<file path="config.mk">
export PLATFORM = sky130hd
export DESIGN_NAME = hv_spi_master
export DESIGN_NICKNAME = d
export VERILOG_FILES = /design/src/rtl/hv_spi_pkg.sv /design/src/rtl/hv_spi_clkgen.sv /design/src/rtl/hv_spi_master.sv
export SDC_FILE = /design/constraint.sdc
export NUM_CORES = 1
export LEC_CHECK = 0
export CORE_MARGIN = 3
export CORE_UTILIZATION = 37
export CTS_CLUSTER_SIZE = 10
export DETAILED_ROUTE_END_ITERATION = 8
export GPL_TIMING_DRIVEN = 0
export PLACE_DENSITY_LB_ADDON = 0.08
export SLEW_MARGIN = 10
export SYNTH_ARGS = -nofsm -noshare
export SYNTH_HDL_FRONTEND = slang
export SYNTH_SLANG_ARGS = --single-unit
</file>
<file path="constraint.sdc">
create_clock -name clk -period 1.8 [get_ports clk]
set_input_delay 0.18 -clock clk [delete_from_list [all_inputs] [get_ports clk]]
set_output_delay 0.18 -clock clk [all_outputs]
set_load 0.02 [all_outputs]
</file>
<file path="src/rtl/hv_spi_pkg.sv">
// Shared state encoding, frame geometry and parameter limits for the HV carrier SPI master.
package hv_spi_pkg;

  typedef enum logic [2:0] {
    IDLE,
    SETUP,
    SHIFT,
    HOLD,
    GAP
  } spi_state_t;

  localparam int unsigned SPI_FRAME_BITS  = 16;
  localparam int unsigned SPI_BYTE_BITS   = 8;

  localparam int unsigned HALF_PERIOD_MIN = 6;
  localparam int unsigned HALF_PERIOD_MAX = 255;
  localparam int unsigned CS_SETUP_MIN    = 1;
  localparam int unsigned CS_HOLD_MIN     = 1;
  localparam int unsigned CS_IDLE_MIN     = 4;

  // Width of the SETUP/HOLD/GAP cycle counter.
  localparam int unsigned PHASE_CNT_W     = 16;

  function automatic int unsigned clamp_param(int unsigned value, int unsigned lo,
                                              int unsigned hi);
    if (value < lo) return lo;
    if (value > hi) return hi;
    return value;
  endfunction

endpackage

</file>
<file path="src/rtl/hv_spi_clkgen.sv">
// SPI clock phase divider: spi_clk idles low, each phase lasts HALF_PERIOD clk cycles.
// o_rise/o_fall flag the cycle whose closing edge drives spi_clk high/low.
module hv_spi_clkgen
  import hv_spi_pkg::*;
#(
  parameter int unsigned HALF_PERIOD = 8
) (
  input  logic clk,
  input  logic rstb,
  input  logic i_en,
  output logic o_spi_clk,
  output logic o_rise,
  output logic o_fall
);

  localparam logic [7:0] DIV_LAST = 8'(HALF_PERIOD - 1);

  logic [7:0] r_div;
  logic       r_spi_clk;
  logic       w_phase_end;

  assign w_phase_end = i_en && (r_div == DIV_LAST);
  assign o_rise      = w_phase_end && !r_spi_clk;
  assign o_fall      = w_phase_end &&  r_spi_clk;
  assign o_spi_clk   = r_spi_clk;

  // NOTE: non-blocking assignments so every flop samples pre-edge values regardless of block order.
  always_ff @(posedge clk or negedge rstb) begin
    if (!rstb) begin
      r_div     <= '0;
      r_spi_clk <= 1'b0;
    end else if (!i_en) begin
      r_div     <= '0;
      r_spi_clk <= 1'b0;
    end else if (w_phase_end) begin
      r_div     <= '0;
      r_spi_clk <= !r_spi_clk;
    end else begin
      r_div     <= r_div + 1'b1;
    end
  end

endmodule

</file>
<file path="src/rtl/hv_spi_master.sv">
// SPI mode-0 master: each {addr,data} command goes out as one 16-bit CSB frame, MSB first.
// Define HV_SPI_MASTER_BURST_EN to chain back-to-back commands inside one CSB-low window.
module hv_spi_master
  import hv_spi_pkg::*;
#(
  parameter int unsigned HALF_PERIOD = 8,
  parameter int unsigned CS_SETUP    = 4,
  parameter int unsigned CS_HOLD     = 4,
  parameter int unsigned CS_IDLE     = 8
) (
  input  logic                      clk,
  input  logic                      rstb,
  input  logic                      cmd_valid,
  output logic                      cmd_ready,
  input  logic [SPI_BYTE_BITS-1:0]  cmd_addr,
  input  logic [SPI_BYTE_BITS-1:0]  cmd_data,
  output logic                      busy,
  output logic                      done,
  output logic [SPI_FRAME_BITS-1:0] rx_data,
  output logic                      spi_csb,
  output logic                      spi_clk,
  output logic                      spi_dout,
  input  logic                      spi_din
);

  // Out-of-range parameters are pulled to the nearest legal value so timing never breaks the slave.
  localparam int unsigned CNT_MAX  = 2 ** PHASE_CNT_W;
  localparam int unsigned HP_EFF   = clamp_param(HALF_PERIOD, HALF_PERIOD_MIN, HALF_PERIOD_MAX);
  localparam logic [PHASE_CNT_W-1:0] SETUP_LAST =
    PHASE_CNT_W'(clamp_param(CS_SETUP, CS_SETUP_MIN, CNT_MAX) - 1);
  localparam logic [PHASE_CNT_W-1:0] HOLD_LAST =
    PHASE_CNT_W'(clamp_param(CS_HOLD, CS_HOLD_MIN, CNT_MAX) - 1);
  localparam logic [PHASE_CNT_W-1:0] IDLE_LAST =
    PHASE_CNT_W'(clamp_param(CS_IDLE, CS_IDLE_MIN, CNT_MAX) - 1);
  localparam logic [4:0] BIT_LAST = 5'(SPI_FRAME_BITS);

  spi_state_t                r_state;
  logic [PHASE_CNT_W-1:0]    r_cnt;
  logic [4:0]                r_bit_cnt;
  logic [SPI_FRAME_BITS-1:0] r_shift_tx;
  logic [SPI_FRAME_BITS-1:0] r_shift_rx;
  logic [SPI_FRAME_BITS-1:0] r_rx_data;
  logic                      r_csb;
  logic                      r_busy;
  logic                      r_done;
  logic                      r_din_meta;
  logic                      r_din_sync;

  logic                      w_shift_en;
  logic                      w_rise;
  logic                      w_fall;
  logic                      w_spi_clk;
  logic                      w_hold_last;

  assign w_shift_en  = (r_state == SHIFT);
  assign w_hold_last = (r_state == HOLD) && (r_cnt == HOLD_LAST);

`ifdef HV_SPI_MASTER_BURST_EN
  assign cmd_ready = (r_state == IDLE) || w_hold_last;
`else
  assign cmd_ready = (r_state == IDLE);
`endif

  assign busy     = r_busy;
  assign done     = r_done;
  assign rx_data  = r_rx_data;
  assign spi_csb  = r_csb;
  assign spi_clk  = w_spi_clk;
  assign spi_dout = r_shift_tx[SPI_FRAME_BITS-1];

  hv_spi_clkgen #(
    .HALF_PERIOD (HP_EFF)
  ) u_clkgen (
    .clk       (clk),
    .rstb      (rstb),
    .i_en      (w_shift_en),
    .o_spi_clk (w_spi_clk),
    .o_rise    (w_rise),
    .o_fall    (w_fall)
  );

  // spi_din is asynchronous to clk; two flops before anything looks at it.
  always_ff @(posedge clk or negedge rstb) begin
    if (!rstb) begin
      r_din_meta <= 1'b0;
      r_din_sync <= 1'b0;
    end else begin
      r_din_meta <= spi_din;
      r_din_sync <= r_din_meta;
    end
  end

  always_ff @(posedge clk or negedge rstb) begin
    if (!rstb) begin
      r_state    <= IDLE;
      r_cnt      <= '0;
      r_bit_cnt  <= '0;
      r_shift_tx <= '0;
      r_shift_rx <= '0;
      r_rx_data  <= '0;
      r_csb      <= 1'b1;
      r_busy     <= 1'b0;
      r_done     <= 1'b0;
    end else begin
      r_done <= 1'b0;
      case (r_state)
        IDLE: begin
          if (cmd_valid) begin
            r_state    <= SETUP;
            r_cnt      <= '0;
            r_bit_cnt  <= '0;
            r_shift_tx <= {cmd_addr, cmd_data};
            r_csb      <= 1'b0;
            r_busy     <= 1'b1;
          end
        end
        SETUP: begin
          if (r_cnt == SETUP_LAST) begin
            r_state <= SHIFT;
            r_cnt   <= '0;
          end else begin
            r_cnt <= r_cnt + 1'b1;
          end
        end
        SHIFT: begin
          if (w_rise) begin
            r_shift_rx <= {r_shift_rx[SPI_FRAME_BITS-2:0], r_din_sync};
            r_bit_cnt  <= r_bit_cnt + 1'b1;
          end
          // Zero fill leaves spi_dout low once the last bit has gone out.
          if (w_fall) begin
            r_shift_tx <= {r_shift_tx[SPI_FRAME_BITS-2:0], 1'b0};
            if (r_bit_cnt == BIT_LAST) begin
              r_state <= HOLD;
              r_cnt   <= '0;
            end
          end
        end
        HOLD: begin
          if (w_hold_last) begin
            r_done    <= 1'b1;
            r_rx_data <= r_shift_rx;
`ifdef HV_SPI_MASTER_BURST_EN
            if (cmd_valid) begin
              r_state    <= SHIFT;
              r_cnt      <= '0;
              r_bit_cnt  <= '0;
              r_shift_tx <= {cmd_addr, cmd_data};
            end else begin
              r_state <= GAP;
              r_cnt   <= '0;
              r_csb   <= 1'b1;
            end
`else
            r_state <= GAP;
            r_cnt   <= '0;
            r_csb   <= 1'b1;
`endif
          end else begin
            r_cnt <= r_cnt + 1'b1;
          end
        end
        GAP: begin
          if (r_cnt == IDLE_LAST) begin
            r_state <= IDLE;
            r_cnt   <= '0;
            r_busy  <= 1'b0;
          end else begin
            r_cnt <= r_cnt + 1'b1;
          end
        end
        default: begin
          r_state <= IDLE;
          r_csb   <= 1'b1;
          r_busy  <= 1'b0;
        end
      endcase
    end
  end

endmodule
</file>
---- Word level (Yosys, flattened, before mapping) ----
Index checks and enable logic that the tools add are counted.
Widths: inputs -> output; s select.
storage, ports and cells
  flip-flop bits (word level) ............. 86
  input port bits ......................... 20
operators by class
  add/sub/neg operators ................... 3
  equality and inequality tests ........... 16
  muxes and demuxes ....................... 32
  bitwise logic cells ..................... 2
  reductions and logical operators ........ 18
operator list
  kind                   number
  $mux 16                8
  $pmux 16 s5            1
  $pmux 16 s2            1
  $mux 3                 6
  $add 16x1->16 const B  1
  $eq 16x2->1 const B    1
  $eq 16x3->1 const B    1
  $mux 8                 2
  $ne 2x2->1 const B     8
  $pmux 3 s5             1
  $reduce_and 3->1       4
  $mux 5                 2
  $pmux 5 s2             1
  $add 8x1->8 const B    1
  $eq 8x3->1 const B     1
  $mux 1                 8
  $eq 3x2->1 const B     2
  $pmux 1 s3             2
  $reduce_and 6->1       1
  $reduce_or 3->1        2
  $add 5x1->5 const B    1
  $eq 5x5->1 const B     1
  $reduce_bool 5->1      1
  $logic_and 1x1->1      4
  other kinds (8)        10

---- Logic depth before layout (Yosys ltp) ----
  depth after elaboration ................. 5
  depth in mapped cells ................... 8

---- Modules after synthesis ----
Synthesis repeated with hierarchy kept, for this count alone.
unflattened totals
  cell total of the unflattened synthesis .. 379
  area, all modules ....................... 3970.1 um^2
modules (own cells, without submodules)
  module         instances  cells an instance  area an instance (um^2)  seq. area each (um^2)
  hv_spi_master  1          334                3529.6                   1928.1
  hv_spi_clkgen  1          45                 440.4                    225.2

---- Worst setup path before layout ----
Ideal clock, no wire load.
  path type ............................... reg2reg
  start point ............................. reg u_clkgen.r_spi_clk, in the netlist u_clkgen.o_spi_clk
  end point ............................... reg r_cnt[1]
  setup time .............................. 0.121 ns
  arrival time ............................ 1.836 ns
  data required time ...................... 1.679 ns
  setup slack ............................. -0.157 ns
  stages on the path, launching flop included .. 6
  clock period less this slack ............ 1.957 ns
  cells stage by stage .................... dfrtp_1 -> or4b_4 -> nor4_4 -> nor2_2 -> buf_6 -> a22o_1
between the ends
  longest elaborated chain between the ends .. 3
ends and longest elaborated chain
  item                               line                  source
  start, declared                    hv_spi_clkgen.sv:19   logic r_spi_clk;
  start signal, assigned             hv_spi_clkgen.sv:37   r_spi_clk <= !r_spi_clk;
  $logic_and 1x1->1                  hv_spi_clkgen.sv:24   assign o_fall = w_phase_end && r_spi_clk;
  $ne 2x2->1 (no source line)        -
  $reduce_and 4->1 (no source line)  -
  end signal, assigned               hv_spi_master.sv:122  r_cnt <= r_cnt + 1'b1;
  end signal, assigned               hv_spi_master.sv:160  r_cnt <= r_cnt + 1'b1;
  end signal, assigned               hv_spi_master.sv:169  r_cnt <= r_cnt + 1'b1;
  end, declared                      hv_spi_master.sv:38   logic [PHASE_CNT_W-1:0] r_cnt;
Every way passes these cells.
A chain may end at the register's enable or synchronous reset.

---- Final worst setup path ----
  start point ............................. reg r_cnt[8]
  end point ............................... reg r_rx_data[11], in the netlist rx_data[11]
between the ends
  longest elaborated chain between the ends .. 3
ends and longest elaborated chain
  item                               line                  source
  $eq 16x2->1                        hv_spi_master.sv:56   assign w_hold_last = (r_state == HOLD) && (r_cnt == HOLD_LAST);
  $logic_and 1x1->1                  hv_spi_master.sv:56
  $reduce_and 2->1 (no source line)  -
  end signal, assigned               hv_spi_master.sv:142  r_rx_data <= r_shift_rx;
  end, declared                      hv_spi_master.sv:42   logic [SPI_FRAME_BITS-1:0] r_rx_data;
Every way passes these cells.

==> key figures <==
Detailed routing
  • Wire length per cell: 14.26 µm
  • DRC violations left: 0
  • Initial DRT Pass Iterations: 4
  • Final antenna-violating net count: 0
  • Vias/cell: 4.980
  • Vias: 3048
  • DRT Wirelength: 8.727 mm
  • First-iteration detailed-routing DRC count: 154

Power and ir drop
  • Switch share: 36.01%
  • Pleak: 2.644 nW
  • Pint: 3.989 mW
  • Switching pwr: 2.245 mW
  • Pwr Density: 1129 mW/mm²
  • Worst vdd ir: 0.4712 mV
  • Tot Pwr: 6.233 mW
  • Sequential cell fraction of total power: 41.1%
  • Clk pwr share: 21.9%
  • Combinational Power Share: 37.0%

Yosys
  • Syn Nets: 414
  • Async set-reset flop share out of synthesis: 100.0%
  • Synth unique cells: 48
  • Ys flop type: dfrtp_1
  • Post-synth EDFFs: 0
  • Sequential share of the synthesized area: 54.19%
  • Yosys reg bits: 86
  • Number of synthesis warnings: 0
  • Mean Syn Cell Area: 10.19 µm²
  • Cell area after synthesis: 0.003974 mm²
  • Gate Count Post-Synth: 390

Timing
  • F_max: 529.9 MHz
  • Final hold slack: 0.2608 ns
  • Worst Slack Setup Final: -0.08702 ns
  • Relative max-transition margin: 62.69%
  • Final Hold Vio Count: 0
  • Slew @ Worst Pin: 0.5560 ns
  • Final Setup Violations: 24
  • Minimum clock period: 1.887 ns
  • Crit share post-route: 104.8%
  • Final Skew: 0.006279 ns
  • Unrepaired setup endpoints after global routing: true
  • Final Slew Violations: 0
  • Fin Setup TNS: -1.429 ns

Floorplan
  • Die H: 109.6 µm
  • Initial Util: 38.32%
  • Core box area: 0.01037 mm²
  • IO Pins: 42
  • Rows: 37
  • Die area: 0.01202 mm²
  • Die width: 109.6 µm

Final layout
  • Post-route cell area: 0.005520 mm²
  • Fillers: 973
  • Register area: 0.002165 mm²
  • Fraction of layout cells with a size suffix above 1: 33.19%
  • N_diodes: 0
  • Area Overhead vs Synth: 38.92%
  • Area used by multi-input combinational logic: 0.002101 mm²
  • Nets: 495

Clock tree
  • CTS H-tree depth: 3
  • Clock transition at path regs: 0.09 ns
  • CTS buffer count: 9
  • Clock root cell: clkbuf_8
  • CTS tree: done
  • Clk_lat worst skew: 0.35 ns
  • Sink Count: 86
  • Max clock buf depth: 2

Global routing
  • Initial antenna violation count: 0
  • Total GRT Usage: 15.49%
  • Largest net degree at the start of global routing: 47
  • Global route overflow: 0
  • First-pass GRT wire length: 14.68 mm
  • Vias in the first global route: 2970

Worst setup path
  • Crit Path Max Fanout: 5
  • CP Launch Type: register
  • Worst EP required: 2.04 ns
  • CP cell instances: nor4_4 > and4_4 > and3_4 > clkbuf_16 > mux2_4
  • Critical path arrival: 2.13 ns
  • Buf/Inv on CP: 1
  • Critical path class: reg2reg
  • Crit path max-delay family: simple AND/OR/NAND/NOR gates
  • Crit path max-delay cell type: dfrtp_2
  • Max incr delay on CP: 0.43 ns
  • Worst setup EP type: register

Outcome
  • Failing checks: setup timing
  • Status: finished with violations

Place
  • IO Port Bufs: 41
  • Placed cell area: 0.004638 mm²
  • Final HPWL DP: 5.516 mm
  • GPL Wtd Cong: 0.7864

Flow run
  • Max-cap violations: 0

Worst hold path
  • Hold Crit Class: in2reg
## flip-flops by register name (all words and copies together) (netlist names), 3 cells and up
name            flops
r_shift_tx         16
r_shift_rx         16
r_cnt              16
r_state             3
rx_data            16
u_clkgen.r_div      8
r_bit_cnt           5
## worst register-to-register path, delay by kind of cell, from the launching register on
kind / cells / cell delay [ns]
muxes: 1 / 0.29
buffers and inverters: 1 / 0.17
and+or+nand+nor: 3 / 0.90
DFF: 1 / 0.43
## placed cells by master, fill, tap and decap left out, drive strengths merged, types with 2 or more instances in the layout
cell type      count
o21bai             2
o21ai             26
clkbuf            17
nor3               4
xor2              15
a21oi              5
nand4              5
mux2i             16
nor2b              4
nor2              33
clkdlybuf4s50     39
and2               8
and3               6
nand4bb            2
or2                2
clkinvlp           2
o211ai             2
inv                8
o22ai              5
buf               38
nand2b             2
a31oi              2
mux2              17
nor4               5
o2111ai            3
xnor2              3
dfrtp             85
o31ai              3
and4               2
nand3             10
nand2             88
ha                 4
## power groups by stage
stage | sequential [mW] | clock [mW] | combinational, mW
final | 2.56 | 1.37 | 2.31
after global routing | 2.62 | 1.54 | 2.54
after CTS | 2.53 | 1.42 | 2.10
after detailed placement | 2.56 | 0 | 1.77
after global placement | 2.55 | 0 | 1.73
after floorplan | 2.52 | 0 | 1.25
## layout make-up
cell class                      instances  share of cell area, %
Timing Repair Buffer                   71                  13.12
Inverter                                6                 0.4080
Clock inverter                          6                  1.224
Multi-Input combinational cell        282                  38.06
Tap cell                              136                  3.083
Clock buffer                           10                  2.312
Sequential cell                        86                  39.21
Buffer                                 15                  2.584
## final timing paths
check / start / slack, ns / endpoint / cells past startpoint
max in group asynchronous: rstb / 0.79 / r_cnt[13]$_DFFE_PN0P_ / 3
worst min-delay path: spi_din / 0.26 / r_din_meta$_DFF_PN0_ / 1
worst max-delay path: r_cnt[8]$_DFFE_PN0P_ / -0.09 / rx_data[11]$_DFFE_PN0P_ / 5
worst max register to register: r_cnt[8]$_DFFE_PN0P_ / -0.09 / rx_data[11]$_DFFE_PN0P_ / 5
worst min register to register: r_din_meta$_DFF_PN0_ / 0.37 / r_din_sync$_DFF_PN0_ / 0
min in group asynchronous: rstb / 0.37 / r_cnt[2]$_DFFE_PN0P_ / 2
## timing repair
item,in CTS,in global routing
gates resized for setup,55,75
setup buffers,15,10
pin swaps,9,49
endpoints found under the hold margin,39,0
setup endpoints to repair,81,70
hold buffers,1,0
cloned,1,2
## routing by layer
metal | share of wire (%) | GRT usage [%]
met4 | 1.2 | 4.452
met1 | 48 | 20.66
met2 | 47 | 25.11
met5 | 0 | 0
met3 | 3.6 | 3.817
## synthesized netlist by cell type, types with 2 or more instances
cell | instances | area (µm²)
dfrtp_1 | 85 | 2127
clkbuf_1 | 7 | 26.28
o211ai_1 | 2 | 15.01
and3_1 | 6 | 37.54
mux2_1 | 8 | 90.09
nand4bb_1 | 2 | 22.52
mux2i_1 | 16 | 160.2
ha_1 | 4 | 50.05
buf_4 | 4 | 30.03
nor3_1 | 4 | 20.02
or2_2 | 2 | 12.51
nand2_1 | 88 | 330.3
o21ai_0 | 7 | 35.03
o2111ai_1 | 3 | 26.28
nand3_1 | 10 | 50.05
xor2_1 | 15 | 131.4
and2_1 | 7 | 43.79
mux2_2 | 9 | 101.4
o22ai_1 | 5 | 31.28
buf_2 | 4 | 20.02
nand4_1 | 5 | 31.28
o21bai_1 | 2 | 15.01
nor4_1 | 2 | 12.51
nor2b_1 | 4 | 25.02
a31oi_1 | 2 | 12.51
nor4_2 | 2 | 25.02
nand2b_1 | 2 | 12.51
inv_1 | 6 | 22.52
xnor2_1 | 3 | 26.28
a21oi_1 | 5 | 25.02
o21ai_1 | 19 | 95.09
o31ai_1 | 2 | 15.01
nor2_1 | 32 | 120.1
and4_1 | 2 | 17.52
## cell families after synthesis
| logic type | Yosys count | synth area share, % |
|---|---|---|
| xor+xnor | 18 | 3.967 |
| buf+inv | 22 | 2.771 |
| compound gates | 52 | 8.029 |
| fa+ha+maj | 4 | 1.259 |
| flops | 86 | 54.19 |
| simple gates | 175 | 20.94 |
| mux | 33 | 8.848 |
## stage by stage
stage | std cells | util [%] | setup slack [ns]
2_1_floorplan | 390 | - | -0.05515
3_3_place_gp | 567 | 44.49 | -3.107
3_5_place_dp | 568 | 44.73 | -0.3990
4_1_cts | 601 | 49.89 | -0.1319
5_1_grt | 612 | 53.23 | -0.1473
6_report | 612 | 53.23 | -0.08702
Note: power is estimated with default switching activity, not from simulation.
